[config.mk]
export PLATFORM = sky130hd
export DESIGN_NAME = brch_redirect_ctrl
export DESIGN_NICKNAME = d
export VERILOG_FILES = /design/src/rtl/brch_redirect_ctrl_pkg.sv /design/src/rtl/brch_cond_eval.sv /design/src/rtl/brch_redirect_ctrl.sv
export SDC_FILE = /design/constraint.sdc
export NUM_CORES = 1
export LEC_CHECK = 0
export ABC_AREA = 1
export BUFFER_PORTS_ARGS = -buffer_cell sky130_fd_sc_hd__clkbuf_2
export CAP_MARGIN = 40
export CORE_MARGIN = 2
export CORE_UTILIZATION = 54
export CTS_BUF_LIST = sky130_fd_sc_hd__clkbuf_4
export CTS_CLUSTER_SIZE = 25
export DETAILED_ROUTE_END_ITERATION = 16
export PLACE_DENSITY = 0.91
export SLEW_MARGIN = 20
export SYNTH_ARGS = -nofsm -noshare
export SYNTH_HDL_FRONTEND = slang
export SYNTH_SLANG_ARGS = --single-unit
[constraint.sdc]
create_clock -name clk -period 2.19 [get_ports clk]
set_clock_uncertainty 0.1 [all_clocks]
set_input_delay 0.438 -clock clk [delete_from_list [all_inputs] [get_ports clk]]
set_output_delay 0.438 -clock clk [all_outputs]
set_load 0.05 [all_outputs]
[src/rtl/brch_redirect_ctrl_pkg.sv]
// Shared definitions for the branch redirect controller: control encodings,
// FSM state type and statistics counter width.
package brch_redirect_ctrl_pkg;

    localparam int unsigned CntWidth = 16;
    localparam int unsigned PcWidth  = 16;

    localparam logic [3:0] BrchBeqz = 4'd4;
    localparam logic [3:0] BrchBnez = 4'd5;
    localparam logic [3:0] BrchBltz = 4'd6;
    localparam logic [3:0] BrchBgez = 4'd7;
    localparam logic [3:0] BrchJump = 4'd8;

    typedef enum logic [1:0] {
        StIdle,
        StRedirect,
        StFlush
    } brch_state_e;

    // Increment that sticks at all-ones instead of wrapping.
    function automatic logic [CntWidth-1:0] sat_inc(input logic [CntWidth-1:0] v);
        return (v == {CntWidth{1'b1}}) ? v : v + 1'b1;
    endfunction

endpackage

[src/rtl/brch_cond_eval.sv]
// Combinational decode of the branch control code against the ALU flags.
module brch_cond_eval
    import brch_redirect_ctrl_pkg::*;
(
    input  logic [3:0] BrchCtrl,
    input  logic       SF,
    input  logic       ZF,
    input  logic       OF,
    output logic       Taken,
    output logic       IsBrch,
    output logic       Illegal
);

    always_comb begin
        Taken   = 1'b0;
        IsBrch  = 1'b0;
        Illegal = 1'b0;
        unique case (BrchCtrl)
            BrchBeqz: begin IsBrch = 1'b1; Taken = ZF;          end
            BrchBnez: begin IsBrch = 1'b1; Taken = ~ZF;         end
            BrchBltz: begin IsBrch = 1'b1; Taken = SF ^ OF;     end
            BrchBgez: begin IsBrch = 1'b1; Taken = ~(SF ^ OF);  end
            BrchJump: begin IsBrch = 1'b1; Taken = 1'b1;        end
            4'd0, 4'd1, 4'd2, 4'd3: ;
            default:  Illegal = 1'b1;
        endcase
    end

endmodule

[src/rtl/brch_redirect_ctrl.sv]
// Branch redirect controller: accepts resolved EX branches, drives PC redirect
// and pipeline flushes for two cycles, and keeps saturating branch statistics.
module brch_redirect_ctrl
    import brch_redirect_ctrl_pkg::*;
(
    input  logic                clk,
    input  logic                rst,
    input  logic                ExValid,
    input  logic [3:0]          BrchCtrl,
    input  logic                SF,
    input  logic                ZF,
    input  logic                OF,
    input  logic [PcWidth-1:0]  BrchTarget,
    input  logic                Stall,
    input  logic                CntClr,
    output logic                RedirectVld,
    output logic [PcWidth-1:0]  RedirectPC,
    output logic                FlushIFID,
    output logic                FlushIDEX,
    output logic                IllegalCtrl,
    output logic [CntWidth-1:0] BrchCnt,
    output logic [CntWidth-1:0] TakenCnt
);

    brch_state_e         state_q, state_d;
    logic [PcWidth-1:0]  pc_q, pc_d;
    logic [CntWidth-1:0] brch_cnt_q, brch_cnt_d;
    logic [CntWidth-1:0] taken_cnt_q, taken_cnt_d;
    logic                illegal_q, illegal_d;

    logic taken;
    logic is_brch;
    logic illegal;
    logic accept;

    brch_cond_eval u_cond_eval (
        .BrchCtrl (BrchCtrl),
        .SF       (SF),
        .ZF       (ZF),
        .OF       (OF),
        .Taken    (taken),
        .IsBrch   (is_brch),
        .Illegal  (illegal)
    );

    // Instructions arriving during a redirect window are already squashed.
    assign accept = ExValid && !Stall && (state_q == StIdle);

    always_comb begin
        state_d = state_q;
        unique case (state_q)
            StIdle:     if (accept && taken) state_d = StRedirect;
            StRedirect: if (!Stall)          state_d = StFlush;
            StFlush:    if (!Stall)          state_d = StIdle;
            default:    state_d = StIdle;
        endcase
    end

    always_comb begin
        pc_d        = pc_q;
        illegal_d   = illegal_q;
        brch_cnt_d  = brch_cnt_q;
        taken_cnt_d = taken_cnt_q;

        if (accept && taken) begin
            pc_d = BrchTarget;
        end

        if (!Stall) begin
            illegal_d = accept && illegal;
        end

        // Clear wins over both increment and stall.
        if (CntClr) begin
            brch_cnt_d  = '0;
            taken_cnt_d = '0;
        end else if (accept && is_brch) begin
            brch_cnt_d = sat_inc(brch_cnt_q);
            if (taken) begin
                taken_cnt_d = sat_inc(taken_cnt_q);
            end
        end
    end

    always_ff @(posedge clk) begin
        if (rst) begin
            state_q     <= StIdle;
            pc_q        <= '0;
            illegal_q   <= 1'b0;
            brch_cnt_q  <= '0;
            taken_cnt_q <= '0;
        end else begin
            state_q     <= state_d;
            pc_q        <= pc_d;
            illegal_q   <= illegal_d;
            brch_cnt_q  <= brch_cnt_d;
            taken_cnt_q <= taken_cnt_d;
        end
    end

    always_comb begin
        RedirectVld = 1'b0;
        FlushIFID   = 1'b0;
        FlushIDEX   = 1'b0;
        unique case (state_q)
            StRedirect: begin
                RedirectVld = 1'b1;
                FlushIFID   = 1'b1;
                FlushIDEX   = 1'b1;
            end
            StFlush: FlushIFID = 1'b1;
            default: ;
        endcase
    end

    assign RedirectPC  = pc_q;
    assign IllegalCtrl = illegal_q;
    assign BrchCnt     = brch_cnt_q;
    assign TakenCnt    = taken_cnt_q;

endmodule

==> results of run 1 <==
-- per-layer routing --
metal	global-route usage, %	vias up
met5	0	-
met4	6.151	0
met3	7.229	6
met2	39.77	91
met1	30.81	1228
li1	-	1418
-- cells in the final DEF (no fill, tap or decap), drive strengths merged, types with 2 or more instances in the layout --
cell type  Yosys  layout
nand2        101     101
clkbuf         4      84
nor2          72      72
dfxtp         51      51
nand3         35      35
inv           32      32
a21oi         30      30
o21ai         21      21
xnor2         12      12
xor2           9       9
ha             6       6
buf            9       5
nand4          4       4
nand3b         2       2
nor3b          2       2
nor3           2       2
clkinv         0       2
-- cell type report --
class | instances | area [sq um] | share of cell area (%)
clock inverters | 3 | 20.02 | 0.6228
well taps | 67 | 83.83 | 2.608
multi-input cells | 298 | 1499 | 46.63
repair buffers | 84 | 432.9 | 13.47
flip-flops and latches | 51 | 1021 | 31.76
inverters | 32 | 120.1 | 3.737
clock buffers | 5 | 37.54 | 1.168
-- power breakdown --
part / leakage, uW / internal [uW] / switching, uW / total [uW]
Sequential: 0.000411 / 954 / 16.4 / 970
Clock: 0.0000288 / 124 / 308 / 432
Combinational: 0.000949 / 118 / 325 / 444
Total: 0.00139 / 1200 / 649 / 1850
-- cell usage after synthesis --
| master | n |
|---|---|
| a21oi_1 | 27 |
| a21oi_2 | 3 |
| buf_2 | 2 |
| buf_4 | 5 |
| buf_6 | 2 |
| clkbuf_1 | 4 |
| dfxtp_1 | 51 |
| ha_1 | 6 |
| inv_1 | 26 |
| inv_2 | 6 |
| nand2_1 | 98 |
| nand2_2 | 2 |
| nand2_4 | 1 |
| nand3_1 | 33 |
| nand3_4 | 2 |
| nand3b_1 | 2 |
| nand4_1 | 4 |
| nor2_1 | 67 |
| nor2_2 | 3 |
| nor2_4 | 2 |
| nor3_1 | 1 |
| nor3_2 | 1 |
| nor3b_1 | 1 |
| nor3b_2 | 1 |
| nor4_1 | 1 |
| o211ai_1 | 1 |
| o21ai_0 | 21 |
| xnor2_1 | 12 |
| xor2_1 | 9 |
-- logic make-up after synthesis --
kind of cell,synth area share [%]
flip-flops,37.47
AO/OA/AOI/OAI,10.06
XOR/XNOR,6.749
adder cells (fa/ha/maj),2.755
buffers and inverters,7.530
AND/OR/NAND/NOR,35.44
-- worst min path at each step --
| stage | startpoint | endpoint | slack, ns | cells past startpoint |
|---|---|---|---|---|
| 6_report | rst | IllegalCtrl$_SDFFE_PP0N_ | 0.15 | 2 |
| 5_1_grt | rst | IllegalCtrl$_SDFFE_PP0N_ | 0.13 | 2 |
| 4_1_cts | rst | IllegalCtrl$_SDFFE_PP0N_ | 0.14 | 2 |
| 3_5_place_dp | IllegalCtrl$_SDFFE_PP0N_ | IllegalCtrl$_SDFFE_PP0N_ | 0.35 | 2 |
| 3_3_place_gp | IllegalCtrl$_SDFFE_PP0N_ | IllegalCtrl$_SDFFE_PP0N_ | 0.34 | 2 |
| 2_1_floorplan | rst | IllegalCtrl$_SDFFE_PP0N_ | 0.41 | 1 |
-- per-stage QoR --
stage	total power [uW]	util [%]	cell area, sq um	cells	setup WS, ns
after global routing	1941	67.16	3214	540	0.02761
after global placement	1419	65.96	3157	532	0.3328
after floorplan	1348	-	2725	394	0.06344
after detailed placement	1434	65.96	3157	532	0.2853
final	1845	67.16	3214	540	0.2193
after CTS	1854	67.16	3214	540	0.2415
-- registers in the layout (all words and copies together), names as in the netlist --
| signal | flops |
|---|---|
| state_q | 2 |
| BrchCnt | 16 |
| RedirectPC | 16 |
| TakenCnt | 16 |
| IllegalCtrl | 1 |
==> results.md, run 1 <==
* Via/cell ratio at between 5 and 6
* Synth warn at 0
* Total GRT Usage at 24.10%
* Slew headroom at 64.27%
* Clk sink count at 51
* Outcome: finished, final reports clean
* CP max FO at 13
* Max Cap Viol at 0
* Crit path kind: flop to flop
* First-pass GRT wire length at about 11000 um
* Largest net degree at the start of global routing at 29
* Post-route DRC at 0
* # hold bufs at CTS at 0
* Pwr dens at about 570 nW/um^2
* Placer Congestion at 0.9076
* Vias in the first global route at between 2000 and 2500
* Highest metal used: met4
* Reg2Reg Setup Slack at approximately 0.22 ns
* Via Count at roughly 2700
* Mapped Cells at 394
* Synth unique cells at 29
* WP data required at between 2 and 2.5 ns
* CP max stage delay at around 0.42 ns
* CP startpoint kind: flop
* # diodes at 0
* Unrepaired setup endpoints after global routing: no
* Worst Tran Pin Value at around 0.54 ns
* CTS tree: done
* FF-to-FF End: BrchCnt[12]$_SDFFE_PP0P_
* R2R depth at 9
* Layout cells sized above 1 at between 20% and 30%
* Buf+Inv Stages, Crit Path at 1
* Metal2 WL at roughly 3000 um
* Maximum vdd drop at between 0.0006 and 0.0007 V
* Slew Limit Fails at 0
* Family with the most delay on the worst path: simple AND/OR/NAND/NOR gates
* Detailed Route WL at around 6400 um
* Filler cells at 430
* Clock network latency to the later pin of the worst-skew pair at approximately 0.38 ns
* Seq/Total Area, Yosys at a little under two fifths
* Syn Nets at 428
* Top cells by area, synth: dfxtp_1, nand2_1, nor2_1
* # setup viols final at 0
* Nets at around 510
* Synthesis-to-finish area growth at 17.95%
* Die outline area at 5631 sq um
* Core Area at 4786 sq um
* Leak pwr at around 0.0014 uW
* Synth top area share at ~37%
* HP Class: input pin to flop
* Met1 wire length at roughly 2800 um
* Tmin final at ~2.0 ns
* Post-synthesis area per instance at 6.917 sq um
* Worst Path Arrival at around 2.2 ns
* Row count at 25
* CTS buffer count at 5
* Final hold vios at 0
* Post-DP HPWL at about 4700 um
* Met3 WL post-DR at approximately 400 um
* Initial core utilization at 56.94%
* Pre-antenna DRT Iters at 5
* CP Cell Sequence: ha_1 -> nand2_1 -> nor2_2 -> nand2_1 -> nor3b_2 -> nor2_1 -> inv_2 -> nand2_1 -> a21oi_1
* Critical Path Sink Type: flop
* Setup crit end: BrchCnt[12]$_SDFFE_PP0P_
* DR WL/cell at approximately 12 um
* FMAX at ~510 MHz
* Post-synthesis cell area at between 2000 and 3000 sq um
* Crit path depth at 9
* CP max-delay cell: dfxtp_1
* Final ANT Viol Nets at 0
* Post_cts resized at 0
* Chip width at around 75 um
* Crit path top cell by count: nand2_1
* Setup TNS at 0 ns
* Root Driver: clkbuf_4
* Clock buffer depth at 2
* Num ports at 80
* Final Hold Slack at 0.1484 ns
* Reg2reg start: BrchCnt[1]$_SDFFE_PP0P_
* Post-CTS setup buffers at 0
* Worst-path clk slew at roughly 0.15 ns
* Htree depth at 2
* Initial antenna violation count at 0
* Die Ht at between 70 and 80 um
* Total grt overflow at 0
* Dominant cell type by area after synthesis: dfxtp_1
* PortBufs at 79
* Fin crit share at around 90%
* CP Launch Point: BrchCnt[1]$_SDFFE_PP0P_
* Yosys reg bits at 51
* Drt initial violations at about 230
Note: power is estimated with default switching activity, not from simulation.
==> run 2: changes to the inputs <==
CORE_UTILIZATION = 30   (was 54)
HOLD_SLACK_MARGIN = 0.15   (was not set)
PLACE_DENSITY = 0.59   (was 0.91)
clock period = 2.4 ns   (was 2.19 ns; I/O delays follow)
==> run 2 against run 1 <==
Design area increased by 1.1%; critical path type unchanged; critical path depth rose by 4; setup slack gained 0.17 ns; global-route usage down 10 points; clock-buffer cell count grew 2; largest cell class unchanged; total power shrank 8.6%; via count is 3.4% lower.
==> results.md, run 2 (synthesis gave the netlist of run 1 again) <==
* Outcome: finished, final reports clean
* Post-CTS setup buffers at 0 (unchanged)
* Max Cap Viol at 0 (unchanged)
* Drt initial violations at 91 (-61%)
* Htree depth at 2 (unchanged)
* Worst-path clk slew at 0.13 ns (-0.02 ns)
* # hold bufs at CTS at 0 (unchanged)
* Dpl cells at 571 (+7.3%)
* Clock buffer depth at 2 (unchanged)
* FMAX at 496.4 MHz (-2.2%)
* # setup viols final at 0 (unchanged)
* Metal2 WL at 3096 um (+0.78%)
* CP max stage delay at 0.34 ns (-0.08 ns)
* Nets at 504 (-0.40%)
* CP max-delay cell: dfxtp_1
* Slew Limit Fails at 0 (unchanged)
* PortBufs at 79 (unchanged)
* Placer Congestion at 0.8437 (-7.0%)
* Highest metal used: met4
* Synthesis-to-finish area growth at 19.28%
* Met3 WL post-DR at 336 um (-16%)
* Core Area at 8763 sq um (+83%)
* Detailed Route WL at 6591 um (+3.1%)
* Vias in the first global route at 2526 (+2.2%)
* Clk sink count at 51 (unchanged)
* Final worst setup slack at 0.3856 ns (+0.1663 ns)
* Post_cts resized at 0 (unchanged)
* Buf+Inv Stages, Crit Path at 6 (+5)
* Post-route DRC at 0 (unchanged)
* Crit path kind: flop to flop
* Layout cells sized above 1 at 23.57% (-0.11 points)
* Worst Path Arrival at 2.22 ns (+0.04 ns)
* # diodes at 0 (unchanged)
* Met1 wire length at 3013 um (+5.9%)
* Via/cell ratio at 4.577 (-9.9%)
* Post-DP HPWL at 4943 um (+4.6%)
* First-pass GRT wire length at 11340 um (+6.7%)
* CTS buffer count at 5 (unchanged)
* CP max FO at 18 (+5)
* Pwr dens at 518.9 nW/um^2 (-9.6%)
* Maximum vdd drop at 0.0003887 V (-39%)
* Post-Route Utilization at 37.09% (-30 points)
* Commonest cells after routing, fill and taps aside: nand2_1, clkbuf_2, nor2_1
* Final cell count without fillers at 579 (+7.2%)
* Slew headroom at 63.30% (-0.97 points)
* Commonest non-fill, non-tap cell in the layout: nand2_1
* Setup TNS at 0 ns (unchanged)
* Die outline area at 9862 sq um (+75%)
* Final ANT Viol Nets at 0 (unchanged)
* Clock network latency to the later pin of the worst-skew pair at 0.37 ns (about the same)
* Chip width at 99.31 um (+32%)
* Root Driver: clkbuf_4
* Total grt overflow at 0 (unchanged)
* WP data required at 2.60 ns (+0.20 ns)
* Row count at 34 (+36%)
* Initial core utilization at 31.10% (-26 points)
* Worst Tran Pin Value at 0.5497 ns (+0.01459 ns)
* Critical Path Sink Type: flop
* Initial antenna violation count at 0 (unchanged)
* Final hold vios at 0 (unchanged)
* Via Count at 2650 (-3.4%)
* Filler cells at 961 (+120%)
* Fin crit share at 83.93% (-6.1 points)
* Die Ht at 99.31 um (+32%)
* Largest net degree at the start of global routing at 29 (unchanged)
* CP Cell Sequence: inv_1 -> ha_1 -> inv_1 -> nor2_1 -> nand2_1 -> inv_1 -> nand2_1 -> inv_2 -> nand2_2 -> inv_2 -> buf_4 -> nor2_1 -> nor2_1
* Pre-antenna DRT Iters at 4 (-1)
* CP startpoint kind: flop
* Leak pwr at 0.001385 uW (-0.26%)
* Num ports at 80 (unchanged)
* Tmin final at 2.014 ns (+0.04371 ns)
* HP Class: input pin to flop
* Unrepaired setup endpoints after global routing: no
* Family with the most delay on the worst path: buffers and inverters
* DR WL/cell at 11.38 um (-3.8%)
* CTS tree: done
* Dpl ws at 0.2669 ns (-0.01839 ns)
* Total GRT Usage at 13.93% (-10 points)
* Pwr Total at 1687 uW (-8.6%)
-- run 2: layout make-up --
type,instances,area [sq um],share of cell area (%)
multi-input cells,298,1499,46.11
flip-flops and latches,51,1021,31.41
repair buffers,82,417.9,12.86
well taps,108,135.1,4.157
inverters,32,120.1,3.695
clock buffers,7,52.55,1.617
clock inverters,1,5.005,0.1540
-- run 2: stage by stage --
step	instance area (sq um)	hold WS (ns)
finish	3251	0.2148
global route	3251	0.2091
CTS	3251	0.2040
detailed placement	3193	0.3570
global placement	3193	0.3470
floorplan	2725	0.4491
-- run 2: final timing paths --
check                      startpoint                         end  slack (ns)  cells past startpoint
max           state_q[0]$_SDFFE_PP0P_  RedirectPC[3]$_SDFFE_PP0P_        0.39                     13
max reg2reg   state_q[0]$_SDFFE_PP0P_  RedirectPC[3]$_SDFFE_PP0P_        0.39                     13
min reg2reg  IllegalCtrl$_SDFFE_PP0N_    IllegalCtrl$_SDFFE_PP0N_        0.36                      2
min                               rst    IllegalCtrl$_SDFFE_PP0N_        0.21                      2
-- run 2: routing by layer --
| metal | GRT usage [%] | vias to the layer above |
|---|---|---|
| li1 | - | 1404 |
| met1 | 16.69 | 1171 |
| met2 | 24.12 | 62 |
| met3 | 3.373 | 13 |
| met4 | 5.269 | 0 |
| met5 | 0 | - |
-- run 2: where the power goes --
| group | switching, uW | internal, uW | total (uW) |
|---|---|---|---|
| Sequential | 11.8 | 870 | 882 |
| Clock | 269 | 138 | 407 |
| Combinational | 293 | 105 | 398 |
==> run 3: changes to the inputs <==
PLACE_DENSITY = 0.61   (was 0.59)
clock period = 1.6 ns   (was 2.4 ns; I/O delays follow)
==> run 3 against run 2 <==
The flow now finishes with violations (setup timing); total power grew 90%; worst hold slack improved by 0.012 ns; design area grew 37%; via count up 16%; clock power increased by 85%; first-iteration DRC count grew 16%; combinational power grew to 2.9 times the previous value; final cell count increased by 13%; largest cell class unchanged.
==> results.md, run 3 (synthesis gave the netlist of run 1 again) <==
* FMAX at between 500 and 600 MHz
* Slew Limit Fails at 0 (unchanged)
* # setup viols final at 32 (+32)
* # diodes at 0 (unchanged)
* Worst-path clk slew at 0.15 ns (+0.02 ns)
* Total grt overflow at 0 (unchanged)
* Pwr dens at 721.6 nW/um^2 (+39%)
* Die Ht at 99.31 um (unchanged)
* Sw Share at 32.49% (-1.6 points)
* Reg2Reg Setup Slack at -0.07 ns (-0.45 ns)
* Tmin final at around 1.7 ns
* Core Area at 8763 sq um (unchanged)
* Pre-antenna DRT Iters at 4 (unchanged)
* Filler cells at 836 (-13%)
* Initial antenna violation count at 0 (unchanged)
* Post-route DRC at 0 (unchanged)
* Buf+Inv Stages, Crit Path at 3 (-3)
* CP max FO at 3 (-15)
* Clock network latency to the later pin of the worst-skew pair at 0.38 ns (about the same)
* Failing checks: setup timing
* Vias in the first global route at 2990 (+18%)
* Unrepaired setup endpoints after global routing: yes
* WP data required at 1.18 ns (-1.42 ns)
* Power Internal at 2163 uW (+94%)
* Switching power at 1041 uW (+81%)
* Clock buffer depth at 2 (unchanged)
* Outcome: complete, but fails checks
* Commonest cells after routing, fill and taps aside: nand2_1, clkbuf_2, nor2_1
* PortBufs at 79 (unchanged)
* Sequential share of power at 41.0% (-11 points)
* Num ports at 80 (unchanged)
* Chip width at 99.31 um (unchanged)
* Post-DP HPWL at 5525 um (+12%)
* CTS buffer count at 5 (unchanged)
* Largest net degree at the start of global routing at 29 (unchanged)
* Layout cells sized above 1 at 46.81% (+23 points)
* Logic pwr share at 35.5% (+12 points)
* First-pass GRT wire length at 13860 um (+22%)
* Final worst setup slack at -0.06811 ns (-0.4537 ns)
* Via Count at 3071 (+16%)
* Commonest non-fill, non-tap cell in the layout: nand2_1
* Total GRT Usage at 16.99% (+3.1 points)
* Leak pwr at 0.001926 uW (+39%)
* Critical Path Sink Type: output port
* Nets at 582 (+15%)
* HP Class: input pin to flop
* CP Cell Sequence: inv_2 -> buf_6 -> ha_4 -> clkbuf_16
* Fin crit share at 104.3%
* Initial core utilization at 31.10% (unchanged)
* Crit path kind: flop to output port
* CP max-delay cell: dfxtp_2
* Drt initial violations at 106 (+16%)
* DR WL/cell at 12.84 um (+13%)
* Dpl cells at 621 (+8.8%)
* Dpl ws at -0.1472 ns (-0.4141 ns)
* Htree depth at 2 (unchanged)
* Family with the most delay on the worst path: flip-flops
* Maximum vdd drop at 0.0007811 V (+100%)
* Final ANT Viol Nets at 0 (unchanged)
* Detailed Route WL at 8438 um (+28%)
* Final cell count without fillers at 657 (+13%)
* CP max stage delay at 0.36 ns (+0.02 ns)
* Placer Congestion at 0.8313 (-1.5%)
* CTS tree: done
* Clk sink count at 51 (unchanged)
* Via/cell ratio at 4.674 (+2.1%)
* Row count at 34 (unchanged)
* Final hold vios at 0 (unchanged)
* Worst Path Arrival at 1.25 ns (-0.97 ns)
* CP startpoint kind: flop
* Root Driver: clkbuf_4
* Worst Tran Pin Value at 0.7216 ns (+0.1718 ns)
* Part of the power in the clock network at 23.5% (-0.6 points)
* Max Cap Viol at 0 (unchanged)
* Die outline area at 9862 sq um (unchanged)
* Synthesis-to-finish area growth at 62.95%
* Slew headroom at 51.84% (-11 points)
==> run 3: cell count changes in the layout (fill, tap and decap cells not counted), sizes merged, moves of 2 or more <==
cell         change
buf             +64
clkbuf           -8
clkinv           +2
dlygate4sd3     +19
==> run 3: path summary, 6_finish.rpt <==
kind / from / end / depth (start not counted)
setup / recovery: state_q[1]$_SDFFE_PP0P_ / FlushIDEX / 4
hold / removal: BrchCtrl[2] / IllegalCtrl$_SDFFE_PP0N_ / 3
setup reg to reg: state_q[1]$_SDFFE_PP0P_ / TakenCnt[14]$_SDFFE_PP0P_ / 13
hold reg to reg: IllegalCtrl$_SDFFE_PP0N_ / IllegalCtrl$_SDFFE_PP0N_ / 2
==> run 3: power groups by stage <==
stage | Combinational [uW] | Clock [uW] | Sequential, uW
floorplan | 468 | 0 | 1370
global placement | 684 | 0 | 1330
detailed placement | 697 | 0 | 1340
CTS | 1070 | 786 | 1310
global route | 1210 | 829 | 1320
finish | 1140 | 752 | 1310
==> run 3: area by class of cell <==
type	instances	area (sq um)	area share, %
flip-flops and latches	51	1087	24.49
well taps	108	135.1	3.043
clock buffers	5	37.54	0.8453
repair buffers	159	1249	28.12
multi-input cells	299	1755	39.53
clock inverters	3	38.79	0.8735
inverters	32	137.6	3.099
==> run 3: layer usage <==
layer	share of wire (%)	global-route usage, %	vias to the layer above
met5	0	0	-
met4	1.1	4.847	0
met3	4.0	2.952	9
met2	50	29.68	64
met1	44	21.49	1434
li1	-	-	1564
==> run 3: worst register-to-register path: stages, from the launching register on <==
cell and delay, ns:
dfxtp_2 0.35, inv_2 0.08, ha_4 0.15, inv_2 0.03, nor2_1 0.07, nand2_1 0.07, inv_2 0.08, nand2_4 0.07
inv_4 0.09, nand2_8 0.08, clkinv_8 0.10, buf_12 0.12, nand3_2 0.05, a21oi_1 0.15
==> run 3: per-stage QoR <==
stage / TNS, ns / hold WS, ns / cell area [sq um] / total power (uW) / util, %
2_1_floorplan: -1.445 / 0.2891 / 2829 / 1840 / -
3_3_place_gp: -4.274 / 0.3443 / 3702 / 2018 / 42.25
3_5_place_dp: -5.395 / 0.3540 / 3702 / 2032 / 42.25
4_1_cts: -0.4692 / 0.2109 / 4220 / 3170 / 48.16
5_1_grt: -6.549 / 0.2443 / 4441 / 3362 / 50.67
6_report: -0.8852 / 0.2271 / 4441 / 3204 / 50.67
==> run 3: what timing repair did <==
action / in CTS / in global routing
hold buffers: 19 / 0
setup endpoints to repair: 54 / 67
buffers inserted: 4 / 3
endpoints found under the hold margin: 17 / 0
gates resized for setup: 52 / 77
gates cloned: 2 / 1
pin swaps: 13 / 16
